`src/rtl/osc_watchdog_if.sv`:
```
// Signal bundle for osc_watchdog: monitor controls and the monitored line (master side)
// and the alarm/window status returned by the watchdog (slave side).
interface osc_watchdog_if #(
  parameter int unsigned MAX_EDGES = 4
) ();
  localparam int unsigned CW = $clog2(MAX_EDGES + 2);

  logic          en;
  logic          clear;
  logic          sig_in;
  logic          alarm;
  logic          window_done;
  logic [CW-1:0] last_cnt;
  logic [1:0]    state;

  modport master (
    output en, clear, sig_in,
    input  alarm, window_done, last_cnt, state
  );

  modport slave (
    input  en, clear, sig_in,
    output alarm, window_done, last_cnt, state
  );
endinterface

```
`src/rtl/osc_watchdog.sv`:
```
// Oscillator runaway watchdog: counts sig_in edges per fixed window of clock cycles and
// raises a sticky alarm when a window sees more than MAX_EDGES edges.
module osc_watchdog #(
  parameter int unsigned WINDOW    = 16,
  parameter int unsigned MAX_EDGES = 4
) (
  input  logic          clk,
  input  logic          rst_n,
  osc_watchdog_if.slave io_bus
);
  localparam int unsigned CW = $clog2(MAX_EDGES + 2);
  localparam int unsigned WW = (WINDOW > 1) ? $clog2(WINDOW) : 1;

  localparam logic [CW-1:0] MaxEdges = CW'(MAX_EDGES);
  localparam logic [CW-1:0] SatCnt   = CW'(MAX_EDGES + 1);
  localparam logic [WW-1:0] WLast    = WW'(WINDOW - 1);
  localparam logic [WW-1:0] WOne     = WW'(1);

  typedef enum logic [1:0] {
    StIdle  = 2'd0,
    StCount = 2'd1,
    StAlarm = 2'd2
  } state_e;

  logic          r_s1, r_s2, r_prev;
  state_e        r_state;
  logic [WW-1:0] r_wcnt;
  logic [CW-1:0] r_edge_cnt;
  logic          r_alarm;
  logic          r_done;
  logic [CW-1:0] r_last;

  logic          w_edge;
  logic [CW-1:0] w_sum;

  // edge_cnt never exceeds MAX_EDGES while counting, so w_sum cannot overflow CW bits
  assign w_edge = r_s2 ^ r_prev;
  assign w_sum  = r_edge_cnt + CW'(w_edge);

  // Synchronizer keeps running in every state so no edge is seen twice
  always_ff @(posedge clk or negedge rst_n) begin
    if (!rst_n) begin
      r_s1   <= 1'b0;
      r_s2   <= 1'b0;
      r_prev <= 1'b0;
    end else begin
      r_s1   <= io_bus.sig_in;
      r_s2   <= r_s1;
      r_prev <= r_s2;
    end
  end

  always_ff @(posedge clk or negedge rst_n) begin
    if (!rst_n) begin
      r_state    <= StIdle;
      r_wcnt     <= '0;
      r_edge_cnt <= '0;
      r_alarm    <= 1'b0;
      r_done     <= 1'b0;
      r_last     <= '0;
    end else if (io_bus.clear) begin
      r_wcnt     <= '0;
      r_edge_cnt <= '0;
      r_alarm    <= 1'b0;
      r_done     <= 1'b0;
      r_state    <= io_bus.en ? StCount : StIdle;
    end else begin
      r_done <= 1'b0;
      unique case (r_state)
        StIdle: begin
          r_wcnt     <= '0;
          r_edge_cnt <= '0;
          if (io_bus.en) r_state <= StCount;
        end
        StCount: begin
          if (!io_bus.en) begin
            r_state    <= StIdle;
            r_wcnt     <= '0;
            r_edge_cnt <= '0;
          end else if (w_sum > MaxEdges) begin
            // Alarm beats a coinciding window end: no pulse, last_cnt untouched
            r_state    <= StAlarm;
            r_alarm    <= 1'b1;
            r_edge_cnt <= SatCnt;
          end else if (r_wcnt == WLast) begin
            r_done     <= 1'b1;
            r_last     <= w_sum;
            r_wcnt     <= '0;
            r_edge_cnt <= '0;
          end else begin
            r_wcnt     <= r_wcnt + WOne;
            r_edge_cnt <= w_sum;
          end
        end
        StAlarm: begin
          r_alarm <= 1'b1;
        end
        default: begin
          r_state <= StIdle;
        end
      endcase
    end
  end

  assign io_bus.alarm       = r_alarm;
  assign io_bus.window_done = r_done;
  assign io_bus.last_cnt    = r_last;
  assign io_bus.state       = r_state;
endmodule

```
`src/flat_wrapper.sv`:
```
// flat-port wrapper written by rule: the top's interface ports become plain ports
module osc_watchdog_flat 
#(
  parameter int unsigned WINDOW    = 16,
  parameter int unsigned MAX_EDGES = 4
)
  (clk, rst_n, io_bus_en, io_bus_clear, io_bus_sig_in, io_bus_alarm, io_bus_window_done, io_bus_last_cnt, io_bus_state);
  osc_watchdog_if #(.MAX_EDGES(MAX_EDGES)) io_bus_i ();
  input  logic clk;
  input  logic rst_n;
  input wire logic [$bits(io_bus_i.en)-1:0] io_bus_en;
  input wire logic [$bits(io_bus_i.clear)-1:0] io_bus_clear;
  input wire logic [$bits(io_bus_i.sig_in)-1:0] io_bus_sig_in;
  output wire logic [$bits(io_bus_i.alarm)-1:0] io_bus_alarm;
  output wire logic [$bits(io_bus_i.window_done)-1:0] io_bus_window_done;
  output wire logic [$bits(io_bus_i.last_cnt)-1:0] io_bus_last_cnt;
  output wire logic [$bits(io_bus_i.state)-1:0] io_bus_state;
  assign io_bus_i.en = io_bus_en;
  assign io_bus_i.clear = io_bus_clear;
  assign io_bus_i.sig_in = io_bus_sig_in;
  assign io_bus_alarm = io_bus_i.alarm;
  assign io_bus_window_done = io_bus_i.window_done;
  assign io_bus_last_cnt = io_bus_i.last_cnt;
  assign io_bus_state = io_bus_i.state;
  osc_watchdog #(.WINDOW(WINDOW), .MAX_EDGES(MAX_EDGES)) u_core (.clk(clk), .rst_n(rst_n), .io_bus(io_bus_i));
endmodule
```
`config.mk`:
```
export PLATFORM = sky130hd
export DESIGN_NAME = osc_watchdog_flat
export DESIGN_NICKNAME = d
export VERILOG_FILES = /design/src/rtl/osc_watchdog_if.sv /design/src/rtl/osc_watchdog.sv /design/src/flat_wrapper.sv
export SDC_FILE = /design/constraint.sdc
export NUM_CORES = 1
export LEC_CHECK = 0
export BUFFER_PORTS_ARGS = -buffer_cell sky130_fd_sc_hd__buf_2
export CORE_MARGIN = 4
export CORE_UTILIZATION = 53
export CTS_CLUSTER_DIAMETER = 80
export CTS_CLUSTER_SIZE = 40
export DETAILED_ROUTE_END_ITERATION = 16
export PLACE_DENSITY = 0.82
export SYNTH_ARGS = -nofsm -noshare
export SYNTH_HDL_FRONTEND = slang
export SYNTH_SLANG_ARGS = --single-unit
```
`constraint.sdc`:
```
create_clock -name clk -period 2.8 [get_ports clk]
set_clock_uncertainty 0.1 [all_clocks]
set_input_delay 0 -clock clk [delete_from_list [all_inputs] [get_ports clk]]
set_output_delay 0 -clock clk [all_outputs]
set_load 0.01 [all_outputs]
```
==> results of run 1 <==
==> worst paths after layout <==
path	startpoint	to	cells past startpoint
min in group clk	io_bus_sig_in	u_core.r_s1	2
max	u_core.r_s2	u_core.io_bus.state[1]	8
max in group asynchronous	rst_n	u_core.r_wcnt[2]	2
min reg2reg	u_core.r_s1	u_core.r_s2	0
max reg2reg	u_core.r_s2	u_core.io_bus.state[1]	8
min	rst_n	u_core.r_prev	2
==> cell type report <==
class                   count  share of cell area
multi-input cells          52               0.391
flip-flops and latches     17               0.444
repair buffers             16               0.110
well taps                  15              0.0196
clock buffers               4              0.0275
inverters                   2             0.00784
==> sequential cells by signal, summed over array words and instances (netlist names) <==
signal / count
u_core.io_bus.alarm: 1
u_core.io_bus.last_cnt: 3
u_core.io_bus.state: 2
u_core.io_bus.window_done: 1
u_core.r_edge_cnt: 3
u_core.r_prev: 1
u_core.r_s1: 1
u_core.r_s2: 1
u_core.r_wcnt: 4
==> power by group through the flow <==
stage / Clock [µW] / Sequential (µW) / Combinational (µW)
3_5_place_dp: 0 / 258 / 26.9
2_1_floorplan: 0 / 257 / 14.2
6_report: 125 / 253 / 31.9
4_1_cts: 128 / 253 / 31.6
5_1_grt: 141 / 254 / 36.3
3_3_place_gp: 0 / 258 / 26.1
==> routing by layer <==
metal,routed length (µm),track usage,part of all wire
met5,0,0,0
met4,29,0.0663,0.018
met3,76,0.0460,0.046
met2,748,0.274,0.46
met1,788,0.255,0.48
==> placed cells by master (no fill, tap or decap), types with 3 or more instances in the layout <==
| cell type | count |
|---|---|
| dfrtp_1 | 17 |
| buf_2 | 11 |
| nand2_1 | 8 |
| dlygate4sd3_1 | 5 |
| o21ai_0 | 4 |
| a21oi_1 | 4 |
| nor2_1 | 3 |
| ha_1 | 3 |
| clkbuf_4 | 3 |
==> repair_timing <==
| action | in CTS | in global routing |
|---|---|---|
| endpoints found under the setup margin | 0 | 0 |
| resized for setup | 0 | 0 |
| setup buffers | 0 | 0 |
| endpoints found under the hold margin | 21 | 0 |
| hold buffers | 5 | 0 |
==> through the flow <==
stage	setup slack (ps)	instances	area [µm²]	hold WS, ps
after floorplan	827	71	807	-396
after global placement	755	97	881	-167
after detailed placement	704	97	881	-166
after CTS	310	106	957	61.7
after global routing	161	106	957	86.5
final	301	106	957	58.0
==> kinds of logic (layout without fill, tap and decap cells) <==
group / count (synthesis) / count (layout) / synth area share
and+or+nand+nor: 26 / 26 / 0.195
AOI/OAI and AO/OA: 19 / 19 / 0.163
DFF: 17 / 17 / 0.527
adders and majority gates: 3 / 3 / 0.0465
xor gates and xnor gates: 2 / 2 / 0.0310
muxes: 2 / 2 / 0.0279
buffers and inverters: 2 / 22 / 0.00931
==> impl_metrics.yaml, run 1 <==
timing:
  fin_crit_sh: 0.893
  rsz0062_at_grt: "no"
  slew_violations: 0
  setup_viol: 0
  max_freq_ghz: 0.400
  timing.setup.tns_ps: 0
  tightest_slew_ps: 456
  hold_viol_final: 0
  period_minus_slack_ps: 2500
  slew_headroom: 0.695
setup_path:
  cpPeakStageDelay_ps: 550
  required_ps: 2860
  crit_path_cell_trace: "xor2_1 -> ha_1 -> ha_1 -> nor2_1 -> nor2_1 -> nand4b_1 -> a21oi_1 -> dlygate4sd3_1"
  worstSetupPathType: "flop to flop"
  cp_slowest_cell: "dlygate4sd3_1"
  endpoint_kind: "flop"
  cp_max_fo: 5
  r2r_slack_ps: 300
  cp_num_buf_inv: 1
  worstSetupStartpointType: "flop"
  critPathTopFamily: "simple AND/OR/NAND/NOR gates"
  arrival_ps: 2560
grt:
  antenna_found_initial: 0
  grt_pass1_wl_um: 2870
  track_usage: 0.183
  grt_overflow: 0
  grt_start_max_net_pins: 18
  first_global_vias: 623
synthesis:
  syn_inst: 71
  synthDistinctLibCells: 31
  synth-async-reset-ratio: 1.00
  synth_commonest_cells: "17 x dfrtp_1, 8 x nand2_1, 4 x a21oi_1, 4 x o21ai_0"
  yosys.area.top_type: "dfrtp_1"
  syn_nets: 79
  synth-main-ff-cell: "dfrtp_1"
  synth.avg_cell_area_um2: 11.4
  yosysMostFrequentCell: "dfrtp_1"
  synthTopCellsByArea: "dfrtp_1 53%, ha_1 4.7%, nand2_1 3.7%"
  ys_seq_elements: 17
  syn-cell-area_um2: 807
  netlist.area_leader.share: 0.527
  synth_edf_count: 0
  ys.warnings.count: 0
  seq_area_frac_synth: 0.527
routing:
  drt-initial-drc-count: 13
  drc_errors: 0
  drt_pre_antenna_iters: 4
  vias: 625
  wl_um: 1640
  avgViaCountPerCell: 5.90
  drtAntennaViolNets: 0
  wl_per_cell_um: 15.5
cells_and_area:
  drive_gt1_frac: 0.231
  seq_area_um2: 425
  nFillCells: 107
  diodes: 0
  nets: 100
  utilization: 0.701
  multi_input_area_um2: 374
  syn_to_final_growth_pct: 18.6
pwr:
  p_int_uw: 317
  power_frac_comb: 0.078
  power.leakage_uw: 0.000477
  power_frac_seq: 0.617
  peakVddDrop_v: 0.000306
  clkPwrFrac: 0.305
  switching_share: 0.226
  powerDensity_nw_per_um2: 429
  p_sw_uw: 92.8
  total_power_uw: 410
die:
  die_w_um: 47.0
  chipHeight_um: 47.0
  core_um2: 1370
  num_io_pins: 12
  initial_core_util: 0.591
  fp.dieArea_um2: 2210
  num_rows: 13
clock_network:
  cts_tree: "yes"
  cts_root_buf: "clkbuf_4"
  clk_path_buf_depth: 2
  clock_sinks: 17
  numCtsBuffers: 3
  path_clk_slew_ps: 90
  h-tree-depth: 1
  clock_latency_ps: 280
placement:
  io_buffers: 11
  place_congestion: 0.817
  dp_hpwl_um: 1120
run:
  maxCapViolations: 0
status:
  status: "completed"
min_path:
  hold_class: "input port to async pin"
No activity file was read; power rests on OpenSTA's default activity.
==> run 2: changes to the inputs <==
--- a/config.mk
+++ b/config.mk
@@ -14,2 +14,3 @@
 export PLACE_DENSITY = 0.82
+export SLEW_MARGIN = 20
 export SYNTH_ARGS = -nofsm -noshare
==> constraint.sdc (replaced) <==
create_clock -name clk -period 2.8 [get_ports clk]
set_clock_uncertainty 0.1 [all_clocks]
set_input_delay 0.56 -clock clk [delete_from_list [all_inputs] [get_ports clk]]
set_output_delay 0.56 -clock clk [all_outputs]
set_load 0.01 [all_outputs]
==> run 2 against run 1 <==
Against the previous run:
- register-to-register slack improved by 370 ps
- first-iteration DRC count is 46% lower
- sequential share of layout area is 2.5 points higher
- non-clock buffer count down 5
- sequential power about the same
- routed wire length is 3.6% lower
- clock-buffer cell count is the same
- via count down 4.5%
- clock power about the same
- maximum frequency increased by 17%
==> impl_metrics.yaml, run 2 (synthesis results as in run 1) <==
cells_and_area:
  drive_gt1_frac: 0.244
  final_cell_mix: "17 x dfrtp_1, 11 x buf_2, 8 x nand2_1"
  largest_reg_flops: 4
  largest-register: "u_core.r_wcnt"
  diodes: 0
  syn_to_final_growth_pct: 12.4
  final_common_cell: "dfrtp_1"
  nets: 95
  nFillCells: 113
routing:
  drt-initial-drc-count: 7
  avgViaCountPerCell: 5.91
  wl_um: 1580
  drt_pre_antenna_iters: 4
  vias: 597
  drtAntennaViolNets: 0
  wl_per_cell_um: 15.7
  drc_errors: 0
die:
  die_w_um: 47.0
  initial_core_util: 0.591
  num_io_pins: 12
  chipHeight_um: 47.0
  num_rows: 13
  core_um2: 1370
  fp.dieArea_um2: 2210
placement:
  dp_hpwl_um: 1120
  place_congestion: 0.817
  io_buffers: 11
grt:
  track_usage: 0.177
  first_global_vias: 601
  met1_usage: 0.249
  grt_pass1_wl_um: 2760
  met3_usage: 0.0460
  grt_overflow: 0
  use_met2: 0.260
  grt_start_max_net_pins: 18
  grt.busiest_layer: "met2"
  antenna_found_initial: 0
clock_network:
  postCtsHoldBufs: 0
  cts_tree: "yes"
  path_clk_slew_ps: 90
  clock_sinks: 17
  h-tree-depth: 1
  post_cts.repair.setup_buffers: 0
  cts_repair_resize_count: 0
  clock_latency_ps: 280
  cts_root_buf: "clkbuf_4"
  numCtsBuffers: 3
  clk_path_buf_depth: 2
timing:
  tightest_slew_ps: 466
  setup_viol: 0
  hold_viol_final: 0
  slew_headroom: 0.689
  fin_crit_sh: 0.762
  timing.setup.tns_ps: 0
  holdWs_ps: 71.1
  slew_violations: 0
  period_minus_slack_ps: 2130
  max_freq_ghz: 0.469
  rsz0062_at_grt: "no"
run:
  maxCapViolations: 0
setup_path:
  r2r_slack_ps: 670
  cp_max_fo: 5
  worstSetupPathType: "flop to flop"
  required_ps: 2880
  endpoint_kind: "flop"
  worstSetupStartpointType: "flop"
  arrival_ps: 2210
pwr:
  power.leakage_uw: 0.000454
  total_power_uw: 409
  powerDensity_nw_per_um2: 451
  peakVddDrop_v: 0.000308
min_path:
  hold_class: "input port to async pin"
status:
  status: "completed"
run 2: critical path: stages, from the launching register on:
cell	delay, ps
dfrtp_1	400
xor2_1	150
ha_1	180
ha_1	300
nor2_1	350
or2_4	220
a21oi_1	60
a211o_1	260
run 2: path summary, 6_finish.rpt:
kind | startpoint | endpoint | depth (start not counted)
worst max-delay path | u_core.r_s2 | u_core.r_wcnt[2] | 7
worst min-delay path | rst_n | u_core.io_bus.state[0] | 1
worst max register to register | u_core.r_s2 | u_core.r_wcnt[2] | 7
worst min register to register | u_core.r_s1 | u_core.r_s2 | 0
max in group asynchronous | rst_n | u_core.r_wcnt[2] | 1
min in group clk | u_core.r_s1 | u_core.r_s2 | 0
run 2: area by class of cell:
cell class | count | area, µm² | share of cell area
inverters | 2 | 7.51 | 0.00828
flip-flops and latches | 17 | 425 | 0.469
well taps | 15 | 18.8 | 0.0207
repair buffers | 11 | 55.1 | 0.0607
multi-input cells | 52 | 374 | 0.412
clock buffers | 4 | 26.3 | 0.0290
run 2: report_power, final:
part	internal (µW)	switching [µW]	leakage [µW]
sequential	250	3.62	0.000228
combinational	9.07	18.2	0.000211
clock	55.2	73.0	0.0000150
total	314	94.8	0.000454
run 2: routing by layer:
metal / share of wire / vias up / routed length (µm)
met5: 0 / - / 0
met4: 0.015 / 0 / 24
met3: 0.035 / 4 / 55
met2: 0.47 / 16 / 742
met1: 0.48 / 283 / 761
li1: - / 294 / -
run 2: metrics by stage:
step           instances  setup slack (ps)  utilization  instance area [µm²]
2_1_floorplan         71               827            -                  807
3_3_place_gp          97               755        0.645                  881
3_5_place_dp          97               704        0.645                  881
4_1_cts              101               672        0.664                  907
5_1_grt              101               500        0.664                  907
6_report             101               666        0.664                  907
==> run 3: changes to the inputs <==
Clock period 2.8 ns to 2.03 ns, I/O delays scaled along.
==> run 3 against run 2 <==
Against the previous run:
- sequential power is 38% higher
- global-route usage is 0.29 points higher
- core utilization rose by 6.9 points
- via count rose by 5.4%
- clock power rose by 43%
- register-to-register slack worse by 640 ps
- cell count is 5.0% higher
- critical path depth unchanged
- clock-buffer cell count fell by 1
- non-clock buffer count rose by 5
- highest routed layer unchanged
==> impl_metrics.yaml, run 3 (synthesis results as in run 1) <==
routing:
  drc_errors: 0
  drt_pre_antenna_iters: 5
  wl_um: 1740
  drtAntennaViolNets: 0
  vias: 629
  wl_per_cell_um: 16.4
  avgViaCountPerCell: 5.93
  drt-initial-drc-count: 9
min_path:
  hold_class: "input port to flop"
  worstHoldStart: "io_bus_sig_in"
cells_and_area:
  drive_gt1_frac: 0.330
  largest_reg_flops: 4
  final_common_cell: "dfrtp_1"
  final_cell_area_um2: 1000
  syn_to_final_growth_pct: 24.0
  diodes: 0
  largest-register: "u_core.r_wcnt"
  fin_cells: 106
  nets: 100
  final_cell_mix: "17 x dfrtp_1, 11 x buf_2, 8 x nand2_1"
  nFillCells: 93
grt:
  track_usage: 0.179
  first_global_vias: 583
  grt_pass1_wl_um: 2660
  antenna_found_initial: 0
  grt_overflow: 0
  grt_start_max_net_pins: 18
clock_network:
  cts_root_buf: "clkbuf_4"
  h-tree-depth: 1
  clock_latency_ps: 300
  clk_path_buf_depth: 2
  numCtsBuffers: 3
  cts_tree: "yes"
  clock_sinks: 17
  path_clk_slew_ps: 90
setup_path:
  critPathTopFamily: "adder cells"
  crit_path_cell_trace: "xor2_1 -> ha_2 -> ha_4 -> nor2_1 -> buf_4 -> o211ai_4 -> mux2_1"
  endpoint_kind: "flop"
  arrival_ps: 2080
  startpoint: "u_core.r_s2"
  cp_max_fo: 5
  worstSetupPathType: "flop to flop"
  cpPeakStageDelay_ps: 400
  reg2reg_from: "u_core.r_s2"
  cp_slowest_cell: "dfrtp_1"
  required_ps: 2110
  cp_num_buf_inv: 1
  worstSetupStartpointType: "flop"
pwr:
  power.leakage_uw: 0.000473
  peakVddDrop_v: 0.000370
  powerDensity_nw_per_um2: 580
  total_power_uw: 581
timing:
  holdWs_ps: 113
  timing.setup.tns_ps: 0
  period_minus_slack_ps: 2010
  slew_headroom: 0.677
  slew_violations: 0
  setup_viol: 0
  fin_crit_sh: 0.988
  hold_viol_final: 0
  max_freq_ghz: 0.499
  tightest_slew_ps: 484
die:
  fp.dieArea_um2: 2210
  die_w_um: 47.0
  initial_core_util: 0.591
  num_io_pins: 12
  num_rows: 13
  core_um2: 1370
  chipHeight_um: 47.0
placement:
  postPlaceCellArea_um2: 896
  place_congestion: 0.756
  io_buffers: 11
  dp_hpwl_um: 1130
  dp_cells: 99
run:
  maxCapViolations: 0
status:
  status: "completed"
## run 3: stage by stage
stage               utilization  setup WS [ps]
finish                    0.733           24.6
global route              0.733          -37.1
CTS                       0.685         -0.954
detailed placement        0.656          -16.0
global placement          0.656           26.8
floorplan                     -           57.1
## run 3: layout make-up
cell class / count / area (µm²) / share of cell area
sequential: 17 / 425 / 0.425
multi-input combinational: 52 / 423 / 0.423
tap: 15 / 18.8 / 0.0188
clock inverter: 1 / 5.00 / 0.00500
timing repair buffer: 16 / 98.8 / 0.0988
clock buffer: 3 / 22.5 / 0.0225
inverter: 2 / 7.51 / 0.00750
## run 3: path summary, 6_finish.rpt
path / slack, ps / cells past startpoint / to
min: 110 / 1 / u_core.r_s1
min reg2reg: 270 / 0 / u_core.r_s2
min in group asynchronous: 440 / 2 / u_core.io_bus.state[0]
max: 20 / 7 / u_core.io_bus.last_cnt[0]
max in group asynchronous: 1120 / 2 / u_core.r_edge_cnt[0]
max reg2reg: 20 / 7 / u_core.io_bus.last_cnt[0]
## run 3: per-layer routing
metal  track usage  part of all wire  up-vias
met2         0.266              0.47       12
li1              -                 -      303
met1         0.232              0.44      305
met5             0                 0        -
met4        0.0994             0.041        0
met3        0.0575             0.042        9
## run 3: timing repair
action                     4_1_cts  5_1_grt
gates resized for setup          1        8
pin swaps                        2        7
gates cloned                     0        0
buffers inserted                 0        2
hold endpoints to repair        17        0
hold buffers                     1        0
setup endpoints to repair        3        8
## run 3: where the power goes
group          total, µW  internal (µW)  switching (µW)
registers            349            344            4.83
logic               48.9           19.6            29.3
clock network        183           73.5             109
total                581            437             143
